<file path="src/rtl/dac_update_scheduler.sv">
// ---------------------------------------------------------------------------
// dac_update_scheduler
//
// Purpose:
//   Lets NUM_CH logical DAC channels share one DAC write engine. The host
//   writes per-channel shadow values at any rate. Each write marks its
//   channel dirty. Dirty channels are served round-robin, one engine transfer
//   at a time, and only the latest shadow value of a channel is ever sent.
//
// Optional feature (macro DAC_SCHED_REFRESH_EN):
//   When defined, a counter runs while the block is idle. After
//   REFRESH_CYCLES idle cycles every channel is marked dirty again, so the
//   DAC outputs are re-asserted after a brown-out. When undefined, channels
//   are written only after shadow writes and REFRESH_CYCLES is unused.
//
// Ports:
//   clk, rst      system clock, synchronous active-high reset
//   upd_we        shadow write strobe (always accepted)
//   upd_ch        channel written by upd_we (values >= NUM_CH are ignored)
//   upd_value     new code for upd_ch
//   dac_enable    request to the DAC engine, held until dac_busy rises
//   dac_ch        channel of the current transfer
//   dac_value     code of the current transfer
//   dac_busy      engine busy; low only when the engine can accept
//   pending       dirty bit per channel
//   idle          registered; high in IDLE with no pending channel
//   timeout_err   one-cycle pulse when an issue is abandoned
//   dbg_state     current FSM state (IDLE=0, ISSUE=1, WAIT=2, GAP=3)
//
// Engine handshake (valid/ready style):
//   dac_enable acts as valid and dac_busy rising acts as accept. While
//   dac_enable is high, dac_ch and dac_value stay stable. A transfer is
//   accepted on the first cycle dac_busy is seen high, and dac_enable drops
//   on the next cycle. A new transfer is only offered after dac_busy has been
//   low for the enforced gap.
// ---------------------------------------------------------------------------
module dac_update_scheduler #(
    parameter int NUM_CH         = 2,
    parameter int CH_W           = 1,
    parameter int VAL_W          = 12,
    parameter int ACCEPT_TIMEOUT = 1024,
    parameter int GAP_CYCLES     = 16,
    parameter int REFRESH_CYCLES = 1048576
) (
    input  logic              clk,
    input  logic              rst,
    input  logic              upd_we,
    input  logic [CH_W-1:0]   upd_ch,
    input  logic [VAL_W-1:0]  upd_value,
    output logic              dac_enable,
    output logic [CH_W-1:0]   dac_ch,
    output logic [VAL_W-1:0]  dac_value,
    input  logic              dac_busy,
    output logic [NUM_CH-1:0] pending,
    output logic              idle,
    output logic              timeout_err,
    output logic [1:0]        dbg_state
);

    typedef enum logic [1:0] {
        S_IDLE  = 2'd0,
        S_ISSUE = 2'd1,
        S_WAIT  = 2'd2,
        S_GAP   = 2'd3
    } state_e;

    // One counter serves both the accept timeout (ISSUE) and the gap (GAP),
    // so it is sized for the larger of the two.
    localparam int CNT_MAX = (ACCEPT_TIMEOUT > GAP_CYCLES) ? ACCEPT_TIMEOUT : GAP_CYCLES;
    localparam int CNT_W   = $clog2(CNT_MAX + 1);

    // Parameter sanity check at elaboration time.
    if (NUM_CH < 2 || NUM_CH > 8 || (1 << CH_W) < NUM_CH ||
        ACCEPT_TIMEOUT < 1 || GAP_CYCLES < 1 || REFRESH_CYCLES < 2) begin : g_bad_params
        $error("dac_update_scheduler: illegal parameter combination");
    end

    state_e             state_q, state_d;
    logic [NUM_CH-1:0]  pending_q, pending_d;
    logic [VAL_W-1:0]   shadow_q [NUM_CH];
    logic [VAL_W-1:0]   shadow_d [NUM_CH];
    logic [CH_W-1:0]    rr_q, rr_d;
    logic               dac_enable_q, dac_enable_d;
    logic [CH_W-1:0]    dac_ch_q, dac_ch_d;
    logic [VAL_W-1:0]   dac_value_q, dac_value_d;
    logic [CNT_W-1:0]   cnt_q, cnt_d;
    logic               idle_q, idle_d;
    logic               timeout_err_q, timeout_err_d;

`ifdef DAC_SCHED_REFRESH_EN
    localparam int RCNT_W = $clog2(REFRESH_CYCLES);
    logic [RCNT_W-1:0]  refresh_cnt_q, refresh_cnt_d;
`endif

    // ------------------------------------------------------------------
    // Round-robin selection: lowest pending index at or above rr_q, else
    // the lowest pending index overall (the wrap-around case). Descending
    // loops let the lowest match overwrite higher ones.
    // ------------------------------------------------------------------
    logic              hi_found, lo_found;
    logic [CH_W-1:0]   hi_sel, lo_sel, sel;

    always_comb begin
        hi_found = 1'b0;
        lo_found = 1'b0;
        hi_sel   = '0;
        lo_sel   = '0;
        for (int i = NUM_CH - 1; i >= 0; i--) begin
            if (pending_q[i]) begin
                lo_found = 1'b1;
                lo_sel   = CH_W'(i);
                if (i >= int'(rr_q)) begin
                    hi_found = 1'b1;
                    hi_sel   = CH_W'(i);
                end
            end
        end
        sel = hi_found ? hi_sel : lo_sel;
    end

    // ------------------------------------------------------------------
    // Next-state and output logic
    // ------------------------------------------------------------------
    always_comb begin
        state_d       = state_q;
        pending_d     = pending_q;
        shadow_d      = shadow_q;
        rr_d          = rr_q;
        dac_enable_d  = dac_enable_q;
        dac_ch_d      = dac_ch_q;
        dac_value_d   = dac_value_q;
        cnt_d         = cnt_q;
        timeout_err_d = 1'b0;
`ifdef DAC_SCHED_REFRESH_EN
        refresh_cnt_d = refresh_cnt_q;
`endif

        unique case (state_q)
            S_IDLE: begin
                if (lo_found && !dac_busy) begin
                    // The latch reads shadow_q, so a same-cycle write to
                    // this channel is sent on the following transfer.
                    dac_ch_d       = sel;
                    dac_value_d    = shadow_q[sel];
                    pending_d[sel] = 1'b0;
                    rr_d           = (int'(sel) == NUM_CH - 1) ? '0 : sel + CH_W'(1);
                    dac_enable_d   = 1'b1;
                    cnt_d          = '0;
                    state_d        = S_ISSUE;
                end
            end

            S_ISSUE: begin
                if (dac_busy) begin
                    dac_enable_d = 1'b0;
                    state_d      = S_WAIT;
                end else if (cnt_q == CNT_W'(ACCEPT_TIMEOUT - 1)) begin
                    // Abandon the attempt. The channel is re-marked dirty
                    // so the latest shadow value is retried after the gap.
                    dac_enable_d        = 1'b0;
                    timeout_err_d       = 1'b1;
                    pending_d[dac_ch_q] = 1'b1;
                    cnt_d               = CNT_W'(GAP_CYCLES);
                    state_d             = S_GAP;
                end else begin
                    cnt_d = cnt_q + CNT_W'(1);
                end
            end

            S_WAIT: begin
                if (!dac_busy) begin
                    cnt_d   = CNT_W'(GAP_CYCLES);
                    state_d = S_GAP;
                end
            end

            S_GAP: begin
                // The engine may still raise busy during the gap (e.g. after
                // a timeout). Leave only once the count is spent and it is free.
                if (cnt_q != '0) begin
                    cnt_d = cnt_q - CNT_W'(1);
                end else if (!dac_busy) begin
                    state_d = S_IDLE;
                end
            end

            default: begin
                state_d = S_IDLE;
            end
        endcase

`ifdef DAC_SCHED_REFRESH_EN
        if (upd_we || !idle_q) begin
            refresh_cnt_d = '0;
        end else if (refresh_cnt_q == RCNT_W'(REFRESH_CYCLES - 1)) begin
            refresh_cnt_d = '0;
            pending_d     = '1;
        end else begin
            refresh_cnt_d = refresh_cnt_q + RCNT_W'(1);
        end
`endif

        // The shadow write comes last so that its set wins over a clear
        // made by the latch in the same cycle.
        if (upd_we && (int'(upd_ch) < NUM_CH)) begin
            shadow_d[upd_ch]  = upd_value;
            pending_d[upd_ch] = 1'b1;
        end

        idle_d = (state_d == S_IDLE) && (pending_d == '0);
    end

    // ------------------------------------------------------------------
    // State registers
    // ------------------------------------------------------------------
    always_ff @(posedge clk) begin
        if (rst) begin
            state_q       <= S_IDLE;
            pending_q     <= '0;
            rr_q          <= '0;
            dac_enable_q  <= 1'b0;
            dac_ch_q      <= '0;
            dac_value_q   <= '0;
            cnt_q         <= '0;
            idle_q        <= 1'b1;
            timeout_err_q <= 1'b0;
            for (int i = 0; i < NUM_CH; i++) begin
                shadow_q[i] <= '0;
            end
`ifdef DAC_SCHED_REFRESH_EN
            refresh_cnt_q <= '0;
`endif
        end else begin
            state_q       <= state_d;
            pending_q     <= pending_d;
            rr_q          <= rr_d;
            dac_enable_q  <= dac_enable_d;
            dac_ch_q      <= dac_ch_d;
            dac_value_q   <= dac_value_d;
            cnt_q         <= cnt_d;
            idle_q        <= idle_d;
            timeout_err_q <= timeout_err_d;
            for (int i = 0; i < NUM_CH; i++) begin
                shadow_q[i] <= shadow_d[i];
            end
`ifdef DAC_SCHED_REFRESH_EN
            refresh_cnt_q <= refresh_cnt_d;
`endif
        end
    end

    assign dac_enable  = dac_enable_q;
    assign dac_ch      = dac_ch_q;
    assign dac_value   = dac_value_q;
    assign pending     = pending_q;
    assign idle        = idle_q;
    assign timeout_err = timeout_err_q;
    assign dbg_state   = state_q;

endmodule

</file>
<file path="config.mk">
export PLATFORM = sky130hd
export DESIGN_NAME = dac_update_scheduler
export DESIGN_NICKNAME = d
export VERILOG_FILES = /design/src/rtl/dac_update_scheduler.sv
export SDC_FILE = /design/constraint.sdc
export NUM_CORES = 1
export LEC_CHECK = 0
export ABC_AREA = 1
export CORE_ASPECT_RATIO = 2
export CORE_MARGIN = 1
export CORE_UTILIZATION = 59
export DETAILED_ROUTE_END_ITERATION = 10
export HOLD_SLACK_MARGIN = 0.03
export PLACE_DENSITY = 0.85
export SYNTH_ARGS = -nofsm -noshare
export SYNTH_HDL_FRONTEND = slang
export SYNTH_SLANG_ARGS = --single-unit
</file>
<file path="constraint.sdc">
create_clock -name clk -period 3 [get_ports clk]
set_input_delay 0.6 -clock clk [delete_from_list [all_inputs] [get_ports clk]]
set_output_delay 0.6 -clock clk [all_outputs]
set_load 0.05 [all_outputs]
</file>
Yosys cells after proc, flatten, opt, wreduce, memory -nomap -nowiden

Index checks and enable logic that the tools add are counted.

Bits in registers: 56
Bits of input ports: 17

$add $sub $neg: 3
$lt $le $gt $ge: 10
Equal/unequal tests: 9
Muxes and demuxes: 44
Bitwise gates (word level): 7
Reduce and logical (&&, ||, !) cells: 16

Operators by type and width:

| kind                                                | count |
|---|---|
| two-way mux 11 bit                                  | 5 |
| two-way mux 12 bit                                  | 4 |
| case mux 11 bit (4 select lines)                    | 1 |
| bitwise mux 24 bit                                  | 1 |
| two-way mux 2 bit                                   | 10 |
| two-way mux 1 bit                                   | 16 |
| demux 12 bit (select 1 bit)                         | 1 |
| adder 11 x 1 -> 11 bit (second input constant)      | 1 |
| == test 11 x 10 -> 1 bit (second input constant)    | 1 |
| nonzero test 11 bit                                 | 1 |
| subtractor 11 x 1 -> 11 bit (second input constant) | 1 |
| != test 2 bit (second input constant)               | 4 |
| case mux 2 bit (4 select lines)                     | 1 |
| logical AND 1 bit                                   | 6 |
| zero test 2 bit                                     | 3 |
| < comparator 1 x 2 -> 1 bit (second input constant) | 3 |
| == test 2 bit (second input constant)               | 2 |
| >= comparator 2 bit (second input constant)         | 2 |
| inverter 1 -> 2 bit                                 | 2 |
| bitwise OR 2 bit                                    | 2 |
| case mux 2 bit (2 select lines)                     | 1 |
| AND reduction 4 bit                                 | 1 |
| demux 1 bit (select 1 bit)                          | 3 |
| >= comparator 1 bit (second input constant)         | 3 |
| other kinds (14)                                    | 14 |

Longest topological paths before layout

Depth after elaboration: 16
Depth in mapped cells: 10

Worst setup path after synthesis

Ideal clock, no wire load.

Path type: reg2reg
Start: register state_q[1], in the netlist dbg_state[1]
End: register cnt_q[9]
Arrival time: 1.606 ns
Data required time: 2.891 ns
Path slack: 1.285 ns
Cell stages (with the launch flop): 8
Buffers on the path: 0
Path through: dfxtp_1 > nand2_1 > inv_2 > o21ai_4 > a21boi_4 > nand3_1 > nand2_1 > inv_1

Word-level cells in the longest chain between the ends: 3
Elaborated cells between the ends (all ways): 10
Classes of those cells: eq/ne (7); mux (1); reduce/logical (2)

RTL lines:

| element                               | line | source |
|---|---|---|
| start: declaration                    | 78   | `state_e state_q, state_d;` |
| start signal: assignment              | 234  | `state_q <= state_d;` |
| == test 2 bit (tied with other cells) | 138  | `unique case (state_q)` |
| != test 2 bit (no source line)        | -    |  |
| AND reduction 4 bit (no source line)  | -    |  |
| end signal: assignment                | 240  | `cnt_q <= cnt_d;` |
| end: declaration                      | 86   | `logic [CNT_W-1:0] cnt_q, cnt_d;` |

Parallel ways exist; a longest one is shown, timed or not.
A chain may end at the register's enable or synchronous reset.

Worst setup path after layout

Start: register state_q[1], in the netlist dbg_state[1]
End: output dbg_state[1]

RTL lines:

| element          | line | source |
|---|---|---|
| end: declaration | 57   | `output logic [1:0] dbg_state` |

No word-level cell between the ends.

==> reports/qor.yml <==
grt_max_degree: 26
row_count: 34
clockPowerShare_pct: 26.9
dpl_worst_slack_ps: 798
tns_ps: 0
diodes: 0
postCtsSetupBuffers: 0
comb_power_share_pct: 20.6
cts_hold_buf: 0
vias_per_cell: 5.51
die-area_sq_mm: 0.00490
drtIter0Drc: 76
crit_buf_inv: 1
grt_pass1_wl_microns: 11200
wirelength_microns: 6470
globalRouteOverflowTotal: 0
ant_nets: 0
final_nets: 448
yosysUniqueCellTypes: 28
fp.dieW_microns: 50.0
power_switching_w: 0.000479
r2r_slack_ps: 1270
timing.rr.start: "cnt_q[0]$_SDFFE_PP0P_"
clock_latency_ps: 310
max_stage_delay_ps: 870
synth_top_area_cell: "dfxtp_1"
initial_core_util_pct: 62.0
io_buffers: 36
final_core_util_pct: 72.5
finClkSkew_ps: 7.84
worst_slack_ps: 704
avgRoutedWirePerCell_microns: 13.4
slew_violations: 0
n_fill_cell: 376
setup_viol: 0
remaining_drc_errors: 0
tritoncts: "yes"
antenna_found_initial: 0
min_from: "shadow_q[23]$_SDFFE_PP0P_"
drtPass1Iterations: 5
regArea_sq_mm: 0.00112
timing.final.crit_period_ps: 2300
worstPathCellList: "clkdlybuf4s50_1"
internal-power_w: 0.00109
p_leak_nw: 1.28
fp.dieH_microns: 98.0
synth_area_leaders: "dfxtp_1, nand2_1, nor2_1"
cp_data_arrival_time_ps: 1700
fmax_mhz: 436
tightestPinTransition_ps: 565
syn_inst: 399
drive_gt1_share_pct: 5.59
r2r-end: "cnt_q[1]$_SDFFE_PP0P_"
pwr-share-seq_pct: 52.5
endpoint_kind: "primary output"
synth_seq_cells: 56
htreeDepth: 2
numClockSinks: 56
relSlewSlack_pct: 62.3
grt_use_total_pct: 29.2
start_kind: "flip-flop"
swShare_pct: 30.5
reg2reg_depth: 10
grt_pass1_vias: 2668
cp_max_fo: 9
io_pins: 37
slowest_stage: "clkdlybuf4s50_1"
post_cts_resized: 0
hold_viol: 0
syn_area_sq_mm: 0.00272
run_status: "complete, no violations"
core_area_sq_mm: 0.00438
min_to: "dac_value[11]$_SDFFE_PP0P_"
hp-class: "reg2reg"
rsz0062_at_grt: "no"
yosysSeqAreaShare_pct: 41.3
final_cell_count_no_fill: 483
area.growth.synth_to_final_pct: 16.9
synth_top_area_share_pct: 41.3
place_inst: 475
syn_nets: 419
yosysWarningCount: 0
crit_family: "buffers and inverters"
cts_buffer_depth: 2
multi_input_area_sq_mm: 0.00139
crit_type: "reg2out"
ir_worst_vdd_v: 0.000367
p_per_area_mw_per_mm2: 494
gp_congestion: 0.925
dp_hpwl_microns: 4990
finalCritPeriodShare_pct: 76.5
root_buffer: "clkbuf_8"
clk_transition_reported_paths_ps: 100
vias: 2660
max-cap-violations: 0
required_ps: 2400
holdPathStages: 2
syn_area_per_cell_sq_um: 6.81
cts_made_buffers: 5
[how the worst max path moves through the flow]
stage / start / to / slack [ps] / cells after the start
2_1_floorplan: dbg_state[1]$_SDFF_PP0_ / cnt_q[9]$_SDFFE_PP0P_ / 1280 / 7
3_3_place_gp: dac_busy / dac_value[3]$_SDFFE_PP0P_ / 780 / 6
3_5_place_dp: dac_busy / dac_value[3]$_SDFFE_PP0P_ / 800 / 6
4_1_cts: dbg_state[1]$_SDFF_PP0_ / dbg_state[1] / 710 / 1
5_1_grt: dbg_state[1]$_SDFF_PP0_ / dbg_state[1] / 650 / 1
6_report: dbg_state[1]$_SDFF_PP0_ / dbg_state[1] / 700 / 1
[placed cells by master, fill, tap and decap left out]
| master | count |
|---|---|
| nand3_1 | 24 |
| nand2_2 | 2 |
| a21oi_2 | 3 |
| o211ai_1 | 1 |
| inv_2 | 1 |
| inv_1 | 31 |
| nand2_1 | 95 |
| ha_1 | 3 |
| o21ai_0 | 41 |
| clkbuf_8 | 6 |
| nor2_4 | 2 |
| xnor2_1 | 2 |
| a31oi_1 | 12 |
| nand3_2 | 2 |
| clkdlybuf4s50_1 | 36 |
| a21oi_1 | 11 |
| a21boi_4 | 1 |
| o22ai_1 | 1 |
| nand4_1 | 2 |
| nor2_2 | 3 |
| xor2_1 | 5 |
| a211oi_1 | 2 |
| o21ai_4 | 1 |
| clkbuf_1 | 2 |
| dfxtp_1 | 56 |
| nor2_1 | 80 |
| nor4_1 | 1 |
| buf_4 | 3 |
[layout make-up]
| cell class | instances | share of cell area, % |
|---|---|---|
| Multi-Input combinational cell | 294 | 43.9 |
| Sequential cell | 56 | 35.3 |
| Timing Repair Buffer | 39 | 12.1 |
| Inverter | 32 | 3.78 |
| Clock buffer | 8 | 2.84 |
| Tap cell | 54 | 2.13 |
[cell usage after synthesis]
cell and number:
nand2_2 2, nor2_2 3, xor2_1 5, clkbuf_1 11, o21ai_4 1, o211ai_1 1
xnor2_1 2, nand2_1 95, a21boi_4 1, a21oi_1 11, a21oi_2 3, buf_4 2
nor2_1 80, ha_1 3, buf_2 3, a31oi_1 12, inv_1 31, dfxtp_1 56
nand3_1 24, nor4_1 1, o22ai_1 1, o21ai_0 41, nor2_4 2, nand4_1 2
inv_2 1, buf_6 1, nand3_2 2, a211oi_1 2
[registers in the layout (all words and copies together) (netlist names), 2 cells and up]
name / count
dbg_state: 2
pending: 2
dac_value: 12
cnt_q: 11
shadow_q: 24
[power groups by stage]
stage | clock [W] | sequential (W) | combinational, W
2_1_floorplan | 0 | 0.000876 | 0.000189
3_3_place_gp | 0 | 0.000840 | 0.000313
3_5_place_dp | 0 | 0.000841 | 0.000322
4_1_cts | 0.000425 | 0.000824 | 0.000323
5_1_grt | 0.000455 | 0.000829 | 0.000359
6_report | 0.000422 | 0.000825 | 0.000324
[through the flow]
stage	hold WS, ps	instance area, sq um	power [W]
finish	472	3180	0.00157
global route	496	3180	0.00164
CTS	474	3180	0.00157
detailed placement	469	3090	0.00116
global placement	461	3090	0.00115
floorplan	440	2720	0.00106
[routing by layer]
metal	up-vias	global-route usage (%)	share of wire, %	wire [microns]
li1	1337	-	-	-
met1	1225	29.1	37	2390
met2	75	53.1	55	3580
met3	23	3.43	3.5	227
met4	0	20.2	4.0	261
met5	-	0	0	0
[cell families after synthesis]
logic type,share of synthesized area (%)
AND/OR/NAND/NOR,32.0
AO/OA/AOI/OAI,15.7
flip-flops,41.3
buffers and inverters,7.46
XOR/XNOR,2.26
adder cells (fa/ha/maj),1.38
(Power assumes the default switching activity.)
